$ cat src/rtl/hall_velocity_estimator.sv
// Hall-sensor velocity estimator for the BLDC PI velocity loop.
// Synchronises the three hall inputs, validates commutation steps, measures
// the clk-cycle period between adjacent steps and converts it to a signed,
// saturated velocity with a 1-bit/clk restoring divider. A stalled rotor is
// reported as zero velocity once the period counter reaches TIMEOUT_CYCLES.
module hall_velocity_estimator #(
    parameter logic [31:0] VEL_NUMERATOR = 32'd50_000_000,
    parameter int PERIOD_WIDTH = 24,
    parameter logic [PERIOD_WIDTH-1:0] TIMEOUT_CYCLES = PERIOD_WIDTH'(5_000_000)
) (
    input  logic        clk,
    input  logic        reset_n,
    input  logic [2:0]  hall_raw,
    input  logic        error_clear,
    output logic [15:0] velocity,
    output logic        velocity_valid,
    output logic        direction,
    output logic        hall_error
);

    typedef enum logic [1:0] {
        ST_UNPRIMED,
        ST_PRIMED,
        ST_DIVIDE
    } state_t;

    localparam logic [2:0] IDX_NONE  = 3'd7;
    localparam logic [5:0] DIV_STEPS = 6'd32;

    // Position of a hall code in the forward commutation order; IDX_NONE for 000/111.
    function automatic logic [2:0] code_index(input logic [2:0] code);
        case (code)
            3'b001:  code_index = 3'd0;
            3'b011:  code_index = 3'd1;
            3'b010:  code_index = 3'd2;
            3'b110:  code_index = 3'd3;
            3'b100:  code_index = 3'd4;
            3'b101:  code_index = 3'd5;
            default: code_index = IDX_NONE;
        endcase
    endfunction

    // Input synchroniser and step history
    logic [2:0] sync1, sync2;
    logic [2:0] hist_q, hist_d;

    // Step decode
    logic [2:0] new_idx, hist_idx;
    logic [3:0] idx_sum, idx_diff;
    logic       strobe, code_ok, hist_ok, step_fwd, step_rev;
    logic       ev_invalid, ev_load, ev_adj, ev_jump;

    // Period measurement
    logic [PERIOD_WIDTH-1:0] cnt_q, cnt_d;

    // Control FSM and divider
    state_t                  state_q, state_d;
    logic [5:0]              div_cnt_q, div_cnt_d;
    logic [PERIOD_WIDTH-1:0] divisor_q, divisor_d;
    logic                    div_dir_q, div_dir_d;
    logic [PERIOD_WIDTH-1:0] rem_q, rem_d;
    logic [31:0]             quo_q, quo_d;
    logic                    pend_valid_q, pend_valid_d;
    logic [PERIOD_WIDTH-1:0] pend_period_q, pend_period_d;
    logic                    pend_dir_q, pend_dir_d;

    // Output next-state values
    logic [15:0] vel_d;
    logic        valid_d, dir_d, err_d;

    // Divider step and result formatting
    logic [PERIOD_WIDTH:0]   trial, trial_sub;
    logic                    trial_ge;
    logic [14:0]             mag;
    logic [15:0]             result;

    // Two-flop synchroniser for the asynchronous hall inputs
    always_ff @(posedge clk or negedge reset_n) begin
        // NOTE: sequential state is always assigned with <= so every flop samples
        // the pre-edge value of its sources, independent of statement order.
        if (!reset_n) begin
            sync1 <= 3'b000;
            sync2 <= 3'b000;
        end else begin
            sync1 <= hall_raw;
            sync2 <= sync1;
        end
    end

    // Classify a change of the synchronised code against the last accepted code
    always_comb begin
        new_idx    = code_index(sync2);
        hist_idx   = code_index(hist_q);
        strobe     = (sync2 != hist_q);
        code_ok    = (new_idx != IDX_NONE);
        hist_ok    = (hist_idx != IDX_NONE);
        idx_sum    = {1'b0, new_idx} + 4'd6 - {1'b0, hist_idx};
        idx_diff   = (idx_sum >= 4'd6) ? idx_sum - 4'd6 : idx_sum;
        step_fwd   = (idx_diff == 4'd1);
        step_rev   = (idx_diff == 4'd5);
        ev_invalid = strobe && !code_ok;
        // History still holds the post-reset 000: take the first valid code silently.
        ev_load    = strobe && code_ok && !hist_ok;
        ev_adj     = strobe && code_ok && hist_ok && (step_fwd || step_rev);
        ev_jump    = strobe && code_ok && hist_ok && !(step_fwd || step_rev);
    end

    // History, period counter, direction and sticky error tracking
    always_comb begin
        hist_d = hist_q;
        dir_d  = direction;
        err_d  = hall_error;
        if (strobe && code_ok) begin
            hist_d = sync2;
        end
        if (ev_load || ev_adj || ev_jump) begin
            cnt_d = PERIOD_WIDTH'(1);
        end else if (cnt_q < TIMEOUT_CYCLES) begin
            cnt_d = cnt_q + PERIOD_WIDTH'(1);
        end else begin
            cnt_d = cnt_q;
        end
        if (ev_adj) begin
            dir_d = step_fwd;
        end
        // A fresh error outranks a clear arriving in the same cycle.
        if (ev_invalid || ev_jump) begin
            err_d = 1'b1;
        end else if (error_clear) begin
            err_d = 1'b0;
        end
    end

    // One restoring-division step and saturated, signed formatting of the quotient
    always_comb begin
        trial     = {rem_q, quo_q[31]};
        trial_sub = trial - {1'b0, divisor_q};
        trial_ge  = (trial >= {1'b0, divisor_q});
        mag       = (quo_q > 32'd32767) ? 15'h7fff : quo_q[14:0];
        result    = div_dir_q ? {1'b0, mag} : 16'd0 - {1'b0, mag};
    end

    // Next-state and datapath control for prime / measure / divide
    always_comb begin
        // NOTE: every variable gets a default here first, so no path through the
        // case statement can leave one unassigned and infer a latch.
        state_d       = state_q;
        div_cnt_d     = div_cnt_q;
        divisor_d     = divisor_q;
        div_dir_d     = div_dir_q;
        rem_d         = rem_q;
        quo_d         = quo_q;
        pend_valid_d  = pend_valid_q;
        pend_period_d = pend_period_q;
        pend_dir_d    = pend_dir_q;
        vel_d         = velocity;
        valid_d       = 1'b0;

        case (state_q)
            ST_UNPRIMED: begin
                if (ev_adj) begin
                    state_d = ST_PRIMED;
                end
            end

            ST_PRIMED: begin
                if (ev_adj) begin
                    divisor_d = cnt_q;
                    div_dir_d = step_fwd;
                    rem_d     = '0;
                    quo_d     = VEL_NUMERATOR;
                    div_cnt_d = '0;
                    state_d   = ST_DIVIDE;
                end else if (ev_jump) begin
                    state_d = ST_UNPRIMED;
                end else if (cnt_q >= TIMEOUT_CYCLES) begin
                    vel_d   = '0;
                    valid_d = 1'b1;
                    state_d = ST_UNPRIMED;
                end
            end

            ST_DIVIDE: begin
                if (ev_jump) begin
                    // Lost track of the rotor: drop the divide and any queued period.
                    pend_valid_d = 1'b0;
                    state_d      = ST_UNPRIMED;
                end else if (div_cnt_q != DIV_STEPS) begin
                    rem_d     = trial_ge ? trial_sub[PERIOD_WIDTH-1:0] : trial[PERIOD_WIDTH-1:0];
                    quo_d     = {quo_q[30:0], trial_ge};
                    div_cnt_d = div_cnt_q + 6'd1;
                    if (ev_adj) begin
                        pend_valid_d  = 1'b1;
                        pend_period_d = cnt_q;
                        pend_dir_d    = step_fwd;
                    end
                end else begin
                    vel_d   = result;
                    valid_d = 1'b1;
                    if (pend_valid_q) begin
                        divisor_d = pend_period_q;
                        div_dir_d = pend_dir_q;
                        rem_d     = '0;
                        quo_d     = VEL_NUMERATOR;
                        div_cnt_d = '0;
                        if (ev_adj) begin
                            pend_period_d = cnt_q;
                            pend_dir_d    = step_fwd;
                        end else begin
                            pend_valid_d = 1'b0;
                        end
                    end else if (ev_adj) begin
                        divisor_d = cnt_q;
                        div_dir_d = step_fwd;
                        rem_d     = '0;
                        quo_d     = VEL_NUMERATOR;
                        div_cnt_d = '0;
                    end else begin
                        state_d = ST_PRIMED;
                    end
                end
            end

            default: begin
                state_d = ST_UNPRIMED;
            end
        endcase
    end

    // FSM state register
    always_ff @(posedge clk or negedge reset_n) begin
        if (!reset_n) begin
            state_q <= ST_UNPRIMED;
        end else begin
            state_q <= state_d;
        end
    end

    // Datapath and output registers
    always_ff @(posedge clk or negedge reset_n) begin
        if (!reset_n) begin
            hist_q         <= 3'b000;
            cnt_q          <= '0;
            div_cnt_q      <= '0;
            divisor_q      <= '0;
            div_dir_q      <= 1'b1;
            rem_q          <= '0;
            quo_q          <= '0;
            pend_valid_q   <= 1'b0;
            pend_period_q  <= '0;
            pend_dir_q     <= 1'b1;
            velocity       <= '0;
            velocity_valid <= 1'b0;
            direction      <= 1'b1;
            hall_error     <= 1'b0;
        end else begin
            hist_q         <= hist_d;
            cnt_q          <= cnt_d;
            div_cnt_q      <= div_cnt_d;
            divisor_q      <= divisor_d;
            div_dir_q      <= div_dir_d;
            rem_q          <= rem_d;
            quo_q          <= quo_d;
            pend_valid_q   <= pend_valid_d;
            pend_period_q  <= pend_period_d;
            pend_dir_q     <= pend_dir_d;
            velocity       <= vel_d;
            velocity_valid <= valid_d;
            direction      <= dir_d;
            hall_error     <= err_d;
        end
    end

endmodule
$ cat config.mk
export PLATFORM = sky130hd
export DESIGN_NAME = hall_velocity_estimator
export DESIGN_NICKNAME = d
export VERILOG_FILES = /design/src/rtl/hall_velocity_estimator.sv
export SDC_FILE = /design/constraint.sdc
export NUM_CORES = 1
export LEC_CHECK = 0
export ABC_AREA = 1
export CAP_MARGIN = 15
export CORE_ASPECT_RATIO = 0.9
export CORE_UTILIZATION = 29
export CTS_CLUSTER_DIAMETER = 100
export DETAILED_ROUTE_END_ITERATION = 10
export GPL_TIMING_DRIVEN = 0
export PLACE_DENSITY = 0.5
export SETUP_SLACK_MARGIN = 0.1
export SYNTH_ARGS = -nofsm -noshare
export SYNTH_HDL_FRONTEND = slang
export SYNTH_SLANG_ARGS = --single-unit
export TNS_END_PERCENT = 100
$ cat constraint.sdc
create_clock -name clk -period 7.01 [get_ports clk]
set_input_delay 0.701 -clock clk [delete_from_list [all_inputs] [get_ports clk]]
set_output_delay 0.701 -clock clk [all_outputs]
set_load 0.1 [all_outputs]
==> results.yml <==
yosys:
  ys_warn_count: 0
  synthFlopType: "dfrtp_1"
  synthesized_cell_area_mm2: 0.00979
  synth_cell_type_count: 43
  synth_enable_flop_cells: 0
  ffs_latches_synth: 167
  synth.avg_cell_area_um2: 7.45
  post_synth_inst_count: 1313
  synth_sequential_area_ratio: 0.427
  synth.net_count: 1359
  async_reset_ff_frac: 1.00
timing:
  timing.clock.skew_ns: 0.0112
  final-setup-viol-count: 0
  slew_viol_final: 0
  hold_viol_final: 0
  fin_crit_sh: 0.542
  finalWorstSetupSlack_ns: 3.21
  maxClockFrequency_mhz: 263
  timing_worst_slew_pin_value_ns: 0.984
  timing.max_slew.rel_slack: 0.342
  rsz0062_at_grt: "no"
  time_the_worst_path_needs_with_i_o_delays_and_setup_ns: 3.80
clocking:
  cts_max_path_buffers: 2
  cts_htree_levels: 4
  cts_tree: "built"
  cts_num_sinks: 167
  postCtsSetupBuffers: 0
  clock-root-buffer: "clkbuf_16"
  clk_latency_ns: 0.43
  hold_buffers: 0
  cts.reportedPaths.clkPinSlew_ns: 0.07
  cts_resized: 0
  tritoncts.num_buffers: 17
setup_path:
  worst_r2r_path_depth: 18
  worst_r2r_startpoint: "hist_q[0]"
  arrival_ns: 4.11
  crit-reg2reg-capture: "quo_q[20]"
  reg2reg_slack_ns: 3.21
  worst-path-stages: 18
  path_delay_family: "simple AND/OR/NAND/NOR gates"
  start_kind: "flip-flop"
  cp.required_ns: 7.32
  crit_path_max_incr_delay_ns: 0.53
  critical-path-top-cell-by-count: "inv_1"
  criticalPathCategory: "reg2reg"
  critPathBufInv: 5
  crit_chain: "inv_1, nor2_1, nor2_1, a21oi_1, inv_1, ha_1, inv_1, fa_1, ha_1, o21ai_0, nand3_1, nand3_2, nand2_2, nor3_4, buf_2, nand2_1, o21ai_0, inv_1"
  crit_slowest_cell: "fa_1"
  worst-path-max-fanout: 10
  end_kind: "flip-flop"
final_layout:
  final_core_util: 0.337
  multi_input_comb_area_mm2: 0.00466
  layout-drive-gt1-share: 0.0752
  insertedDiodeCount: 0
  flow.area_growth_from_synthesis_pct: 14.1
  regArea_mm2: 0.00418
  final.fill_count: 3552
  final_stage_net_count: 1403
routing:
  ant_nets: 0
  drt_first_pass_iters: 5
  first_iter_violations: 437
  avgViaCountPerCell: 4.71
  drcViolationCount: 0
  detail_route.wl_per_cell_um: 14.3
  vias: 8439
  routed_wire_length_um: 25700
power:
  vdd_drop_max_v: 0.000161
  cellPowerDensity_mw_per_mm2: 324
  leakagePower_uw: 0.00555
placed_design:
  finalWeightedCongestion: 0.901
  port_buffers: 24
  detailedPlacementHpwl_um: 19200
  placement.setup.worst_slack_ns: 3.18
global_route:
  grt_max_degree: 108
  first_global_vias: 8239
  grt_util_all_layers: 0.157
  grt_first_pass_wirelength_um: 43300
  gr-total-overflow: 0
  grt_antenna_before_repair: 0
floorplan:
  initial_core_util: 0.296
  io-pin-count: 25
  standard_cell_core_area_mm2: 0.0331
  die_area_mm2: 0.0345
  fp_rows: 63
  fp.dieW_um: 196
  die_height_um: 176
status:
  status: "complete, no violations"
run:
  timing.max_cap.violations: 0
min_path:
  min_path_type: "in2async"
## cells by family after synthesis
group                      after synthesis  share of synthesized area
AOI/OAI and AO/OA                      229                      0.134
xor gates and xnor gates                29                     0.0260
adders and majority gates               40                     0.0527
buffers and inverters                  233                     0.0959
DFF                                    167                      0.427
muxes                                    1                    0.00102
and+or+nand+nor                        614                      0.263
## layer usage
metal / global-route usage / up-vias / wire length [um]
li1: - / 4300 / -
met1: 0.226 / 4013 / 13200
met2: 0.249 / 110 / 11500
met3: 0.0187 / 16 / 724
met4: 0.0417 / 0 / 293
met5: 0 / - / 0
## layout by cell type (no fill, tap or decap), drive strengths merged
cell type	netlist	layout
o21bai	1	1
nand3	66	66
fa	2	2
o21ai	107	107
a31o	1	1
a21o	1	1
o211ai	11	11
a211oi	2	2
clkdlybuf4s50	0	23
dfstp	3	3
clkinvlp	0	2
nand4	13	13
bufinv	0	2
buf	28	30
inv	196	199
clkbuf	8	27
clkinv	1	7
nand3b	5	5
or2	5	5
o21a	3	3
and3	2	2
dfrtp	164	164
ha	38	38
a21boi	2	2
nor3	23	23
xor2	14	14
a21oi	54	54
nor2	103	103
mux2i	1	1
nor3b	1	1
nor4	3	3
xnor2	15	15
o22ai	46	46
nand2	393	393
o211a	1	1
## per-stage QoR
stage	std cells	hold WS, ns	area, um2	setup TNS (ns)	total power, uW
2_1_floorplan	1313	0.331	9790	0	2310
3_3_place_gp	1759	0.336	10600	-351.66	2690
3_5_place_dp	1760	0.336	10600	0	2700
4_1_cts	1792	0.228	11200	0	3660
5_1_grt	1792	0.242	11200	0	3910
6_report	1792	0.211	11200	0	3620
## registers in the layout, indices dropped and copies added (netlist names), 2 cells and up
| register | flops |
|---|---|
| hist_q | 3 |
| divisor_q | 24 |
| div_cnt_q | 6 |
| rem_q | 24 |
| quo_q | 32 |
| state_q | 2 |
| cnt_q | 24 |
| sync2 | 3 |
| sync1 | 3 |
| velocity | 16 |
| pend_period_q | 24 |
## worst register-to-register path: stages (launching register included)
cell	delay (ns)
dfrtp_1	0.42
inv_1	0.07
nor2_1	0.13
nor2_1	0.06
a21oi_1	0.12
inv_1	0.08
ha_1	0.27
inv_1	0.05
fa_1	0.53
ha_1	0.24
o21ai_0	0.16
nand3_1	0.18
nand3_2	0.16
nand2_2	0.10
nor3_4	0.50
buf_2	0.39
nand2_1	0.09
o21ai_0	0.09
inv_1	0.05
## synthesized netlist by cell type, types with 2 or more instances
library cell	number	area share
nor2_1	98	0.038
nand2_2	7	0.0045
o21ai_2	12	0.011
nand3b_1	5	0.0038
buf_6	4	0.0046
inv_2	5	0.0019
buf_4	2	0.0015
o21ai_1	16	0.0082
nand4_1	13	0.0083
ha_1	38	0.049
nand3_1	61	0.031
xor2_1	14	0.013
inv_1	191	0.073
a21oi_1	54	0.028
nor3_1	22	0.011
o22ai_1	46	0.029
o21a_1	3	0.0023
xnor2_1	15	0.013
nor2_4	3	0.0035
clkbuf_1	8	0.0031
or2_2	5	0.0032
nor4_1	3	0.0019
a211oi_1	2	0.0015
dfstp_2	3	0.0081
nand3_2	5	0.0051
a21boi_0	2	0.0015
and3_1	2	0.0013
o21ai_0	79	0.040
o211ai_1	11	0.0084
nor2_2	2	0.0013
buf_2	21	0.011
fa_1	2	0.0041
dfrtp_1	164	0.42
nand2_1	386	0.15
## power by group
group / switching, uW / internal [uW] / total [uW]
clock: 410 / 531 / 941
sequential: 86.8 / 1130 / 1220
combinational: 1010 / 454 / 1460
## final cells by class
type                    count  area share
multi-input cells         913       0.418
flip-flops and latches    167       0.375
inverters                 197      0.0662
well taps                 422      0.0473
clock buffers              19      0.0388
repair buffers             25      0.0244
plain buffers              36      0.0178
clock inverters            13      0.0133
## worst max-delay path by stage
stage,end,from
after floorplan,quo_q[21],hist_q[2]
after global placement,div_cnt_q[5],reset_n
after detailed placement,quo_q[20],hist_q[0]
after CTS,quo_q[20],hist_q[0]
after global routing,quo_q[20],hist_q[0]
final,quo_q[20],hist_q[0]
Note: power is estimated with default switching activity, not from simulation.
